<file path="config.mk">
export PLATFORM = sky130hd
export DESIGN_NAME = airbag_deploy_ctrl
export DESIGN_NICKNAME = d
export VERILOG_FILES = /design/src/rtl/airbag_deploy_ctrl.sv
export SDC_FILE = /design/constraint.sdc
export NUM_CORES = 1
export LEC_CHECK = 0
export CAP_MARGIN = 30
export CORE_ASPECT_RATIO = 0.75
export CORE_UTILIZATION = 55
export CTS_BUF_LIST = sky130_fd_sc_hd__clkbuf_8
export DETAILED_ROUTE_END_ITERATION = 8
export DONT_BUFFER_PORTS = 1
export GPL_TIMING_DRIVEN = 0
export PLACE_DENSITY_LB_ADDON = 0.1
export SLEW_MARGIN = 0
export SYNTH_ARGS = -nofsm -noshare
export SYNTH_HDL_FRONTEND = slang
export SYNTH_SLANG_ARGS = --single-unit
</file>
<file path="constraint.sdc">
create_clock -name clk -period 2.85 [get_ports clk]
set_clock_uncertainty 0.2 [all_clocks]
set_input_delay 0.1425 -clock clk [delete_from_list [all_inputs] [get_ports clk]]
set_output_delay 0.1425 -clock clk [all_outputs]
set_load 0.1 [all_outputs]
</file>
<file path="src/rtl/airbag_deploy_ctrl.sv">
// airbag_deploy_ctrl: debounced crash detection firing latched per-seat squibs for a fixed pulse, with optional sensor-fault lockout
// Ports: clk, rst (async, active-high), arm, seatbelt[NUM_SEATS], sensor, brake (hard braking; "break" is a reserved word),
//        clear -> airbag[NUM_SEATS], state[3] (IDLE=0 ARMED=1 FIRE=2 DONE=3 FAULT=4), deployed, fault.
// Macro AIRBAG_FAULT_EN adds the sensor-without-brake fault counter and FAULT state; otherwise fault is tied 0.
module airbag_deploy_ctrl #(
  parameter int NUM_SEATS       = 4,
  parameter int DEBOUNCE_CYCLES = 4,
  parameter int FIRE_CYCLES     = 8,
  parameter int FAULT_CYCLES    = 16
) (
  input  logic                 clk,
  input  logic                 rst,
  input  logic                 arm,
  input  logic [NUM_SEATS-1:0] seatbelt,
  input  logic                 sensor,
  input  logic                 brake,
  input  logic                 clear,
  output logic [NUM_SEATS-1:0] airbag,
  output logic [2:0]           state,
  output logic                 deployed,
  output logic                 fault
);
  localparam int M0   = DEBOUNCE_CYCLES > FIRE_CYCLES ? DEBOUNCE_CYCLES : FIRE_CYCLES;
  localparam int MAXC = M0 > FAULT_CYCLES ? M0 : FAULT_CYCLES;
  localparam int CW   = $clog2(MAXC + 1);
  typedef enum logic [2:0] {S_IDLE = 3'd0, S_ARMED = 3'd1, S_FIRE = 3'd2, S_DONE = 3'd3, S_FAULT = 3'd4} st_t;
  st_t st, st_n;
  logic [CW-1:0] dcnt, dcnt_n, fcnt, fcnt_n;
  logic [NUM_SEATS-1:0] mask, mask_n;
  logic trig;
  assign trig  = sensor & brake;
  assign state = st;
`ifdef AIRBAG_FAULT_EN
  logic [CW-1:0] qcnt, qcnt_n;
`endif
  // Counters stop at their terminal value because reaching it always changes state.
  always_comb begin
    st_n   = st;
    dcnt_n = dcnt;
    fcnt_n = fcnt;
    mask_n = mask;
`ifdef AIRBAG_FAULT_EN
    qcnt_n = qcnt;
`endif
    case (st)
      S_IDLE: st_n = arm ? S_ARMED : S_IDLE;
      S_ARMED: begin
        dcnt_n = (arm && trig) ? dcnt + 1'b1 : '0;
`ifdef AIRBAG_FAULT_EN
        qcnt_n = (arm && sensor && !brake) ? qcnt + 1'b1 : '0;
`endif
        if (!arm) st_n = S_IDLE;
        else if (trig && dcnt == CW'(DEBOUNCE_CYCLES - 1)) begin
          st_n   = S_FIRE;
          mask_n = seatbelt;
          dcnt_n = '0;
          fcnt_n = '0;
        end
`ifdef AIRBAG_FAULT_EN
        else if (sensor && !brake && qcnt == CW'(FAULT_CYCLES - 1)) begin
          st_n   = S_FAULT;
          qcnt_n = '0;
        end
`endif
      end
      S_FIRE: begin
        fcnt_n = fcnt + 1'b1;
        if (fcnt == CW'(FIRE_CYCLES - 1)) begin
          st_n   = S_DONE;
          fcnt_n = '0;
          mask_n = '0;
        end
      end
      S_DONE:  st_n = clear ? S_IDLE : S_DONE;
      S_FAULT: st_n = clear ? S_IDLE : S_FAULT;
      default: st_n = S_IDLE;
    endcase
  end
  always_ff @(posedge clk or posedge rst) begin
    if (rst) begin
      st       <= S_IDLE;
      dcnt     <= '0;
      fcnt     <= '0;
      mask     <= '0;
      airbag   <= '0;
      deployed <= 1'b0;
    end else begin
      st       <= st_n;
      dcnt     <= dcnt_n;
      fcnt     <= fcnt_n;
      mask     <= mask_n;
      airbag   <= st_n == S_FIRE ? mask_n : '0;
      deployed <= st_n == S_DONE;
    end
  end
`ifdef AIRBAG_FAULT_EN
  always_ff @(posedge clk or posedge rst) begin
    if (rst) begin
      qcnt  <= '0;
      fault <= 1'b0;
    end else begin
      qcnt  <= qcnt_n;
      fault <= st_n == S_FAULT;
    end
  end
`else
  assign fault = 1'b0;
`endif
endmodule

</file>
==> impl_metrics.env <==
export IMPL_ys_ff_latch=22
export IMPL_wl_per_cell_um=16.3
export IMPL_htreeDepth=1
export IMPL_core_sq_um=1760
export IMPL_cts_buffers_inserted=3
export IMPL_n_fill_cell=117
export IMPL_finalSetupViolations=0
export IMPL_fin_hold_ws_ps=54.4
export IMPL_clockPowerShare=0.333
export IMPL_clkTransAtPathRegs_ps=70
export IMPL_vias=739
export IMPL_max_vdd_ir_drop_mv=0.538
export IMPL_ioPinCount=19
export IMPL_p_sw_frac=0.223
export IMPL_antenna_left=0
export IMPL_timing_rr_start="dcnt[0]"
export IMPL_worstSkewPairLatency_ps=250
export IMPL_cp_arrival_ps=2240
export IMPL_nets=118
export IMPL_place_gp_congestion=0.853
export IMPL_drc=0
export IMPL_layout_min_cycle_time_ps=2300
export IMPL_placed_cell_area_sq_um=1150
export IMPL_r2r_end="state[0]"
export IMPL_worst_setup_path_start_kind="register"
export IMPL_async_reset_ff_frac=1.00
export IMPL_cts_tree="done"
export IMPL_grt_overflow=0
export IMPL_leakage_nw=0.598
export IMPL_p_per_area_nw_per_um2=428
export IMPL_slew_headroom=0.422
export IMPL_seqPwrFrac=0.578
export IMPL_cap_violations=0
export IMPL_hold_viol_final=0
export IMPL_max_freq_mhz=436
export IMPL_hpwl_mm=1.35
export IMPL_reg2reg_depth=5
export IMPL_critPathRequiredTime_ps=2790
export IMPL_power_switching_uw=124
export IMPL_ys_dominant_reg_cell="dfrtp_1"
export IMPL_areaGrowthSynthToFinish_pct=25.2
export IMPL_post_place_ws_ps=996
export IMPL_rows=13
export IMPL_synth_enable_flop_cells=0
export IMPL_viasPerCell=5.87
export IMPL_post_cts_buffers=0
export IMPL_rsz0062_at_grt="false"
export IMPL_die_area_sq_um=2060
export IMPL_grt_pass1_wl_mm=3.40
export IMPL_seq_area_frac_synth=0.531
export IMPL_p_int_uw=431
export IMPL_ys_types=32
export IMPL_start_util=0.590
export IMPL_netlist_instances=87
export IMPL_synth_area_leaders="dfrtp_1 (53%), a22o_1 (9.3%), nor3b_4 (3.6%)"
export IMPL_crit_type="register to register"
export IMPL_hold_start="arm"
export IMPL_status="finished, final reports clean"
export IMPL_drt_pass1_iter_count=4
export IMPL_min_path_cells=3
export IMPL_clock_sinks=22
export IMPL_grt_max_degree=23
export IMPL_antenna_found_initial=0
export IMPL_whs_endpoint="dcnt[4]"
export IMPL_synth_area_sq_um=1040
export IMPL_drt_iter0_drc=9
export IMPL_drive_gt1_frac=0.163
export IMPL_portBuffers=0
export IMPL_grt_util_all_layers=0.241
export IMPL_fin_crit_sh=0.805
export IMPL_clockBufferDepth=2
export IMPL_r2r_slack_ps=550
export IMPL_synth_commonest_cells="dfrtp_1 (22), a22o_1 (11), nand2_1 (9)"
export IMPL_worst_path_max_fanout=4
export IMPL_first_global_vias=713
export IMPL_diodes=0
export IMPL_min_path_type="primary input to register"
export IMPL_synth_top_area_frac=0.531
export IMPL_tns_ps=0
export IMPL_yosys_area_top_type="dfrtp_1"
export IMPL_wirelength_mm=2.05
export IMPL_slew_violations=0
export IMPL_die_height_um=39.6
export IMPL_syn_nets=99
export IMPL_cts_root_buf="clkbuf_8"
export IMPL_fin_area_sq_um=1300
export IMPL_yosysWarnings=0
export IMPL_setup_ws_ps=555
export IMPL_p_comb_frac=0.089
export IMPL_synth_most_common_cell="dfrtp_1"
export IMPL_die_w_um=52.1
export IMPL_worst_pin_slew_ps=868
export IMPL_setup_worst_path_end_class="register"
export IMPL_synth_area_per_cell_sq_um=11.9
layout make-up:
type	instances	area [sq um]	share of cell area
plain buffers	2	18.8	0.0145
well taps	22	27.5	0.0212
inverters	1	3.75	0.00289
repair buffers	14	193	0.149
flip-flops and latches	22	551	0.424
clock buffers	3	41.3	0.0318
multi-input cells	62	463	0.357
state kept, by name, indices dropped and copies added, names as in the netlist:
signal,flops
dcnt,5
fcnt,5
airbag,4
mask,4
state,3
deployed,1
cells in the final DEF, fill, tap and decap left out, types with 2 or more instances in the layout:
master         synthesis  layout
a22o_1                11      11
and3_1                 2       2
buf_16                 0       3
clkbuf_8               0       3
dfrtp_1               22      22
dlygate4sd3_1          0      11
ha_1                   2       2
nand2_1                9       9
nand3_1                7       7
nand4_1                2       2
nor2_1                 3       3
nor2b_1                2       2
nor3b_4                2       2
o21ai_0                3       3
xor2_1                 2       2
cells by family (layout without fill, tap and decap cells):
group,Yosys count,count (layout),synth area share
and+or+nand+nor,34,34,0.209
DFF,22,22,0.531
AOI/OAI and AO/OA,21,21,0.170
xor gates and xnor gates,3,3,0.0254
buffers and inverters,3,20,0.0217
adders and majority gates,2,2,0.0242
other,1,1,0.00362
muxes,1,1,0.0145
worst max-delay path by stage:
| stage | from | endpoint | slack [ps] | cells past startpoint |
|---|---|---|---|---|
| 2_1_floorplan | state[0] | fcnt[0] | 590 | 4 |
| 3_3_place_gp | state[0] | fcnt[0] | 490 | 4 |
| 3_5_place_dp | dcnt[0] | fcnt[0] | 1000 | 5 |
| 4_1_cts | dcnt[0] | state[0] | 640 | 5 |
| 5_1_grt | dcnt[0] | state[0] | 470 | 5 |
| 6_report | dcnt[0] | state[0] | 550 | 5 |
stage by stage:
step                       util  power, mW  cells
after floorplan               -      0.353     87
after global placement    0.605      0.357    109
after detailed placement  0.652      0.364    112
after CTS                 0.739      0.563    126
after global routing      0.739      0.574    126
final                     0.739      0.555    126
worst max-delay path, stage by stage, from the launching register on:
cell	delay [ps]
dfrtp_1	400
ha_1	230
nor4b_2	350
nand4_1	180
a31o_2	280
dlygate4sd3_1	550
power by group through the flow:
stage	clock [mW]	combinational [mW]	sequential, mW
after global routing	0.199	0.0541	0.321
final	0.185	0.0493	0.321
after detailed placement	0	0.0365	0.327
after global placement	0	0.0247	0.332
after CTS	0.193	0.0496	0.321
after floorplan	0	0.0217	0.331
per-layer routing:
metal	vias to the layer above	share of wire	global-route usage	wire length, um
met5	-	0	0	0
met4	0	0.0024	0.0405	5
met3	2	0.037	0.0698	75
met2	15	0.47	0.420	971
met1	365	0.49	0.303	998
li1	357	-	-	-
timing repair:
item	in CTS	in global routing
hold buffers	11	0
endpoints found under the hold margin	36	0
gates resized for setup	0	0
No activity file was read; power rests on OpenSTA's default activity.
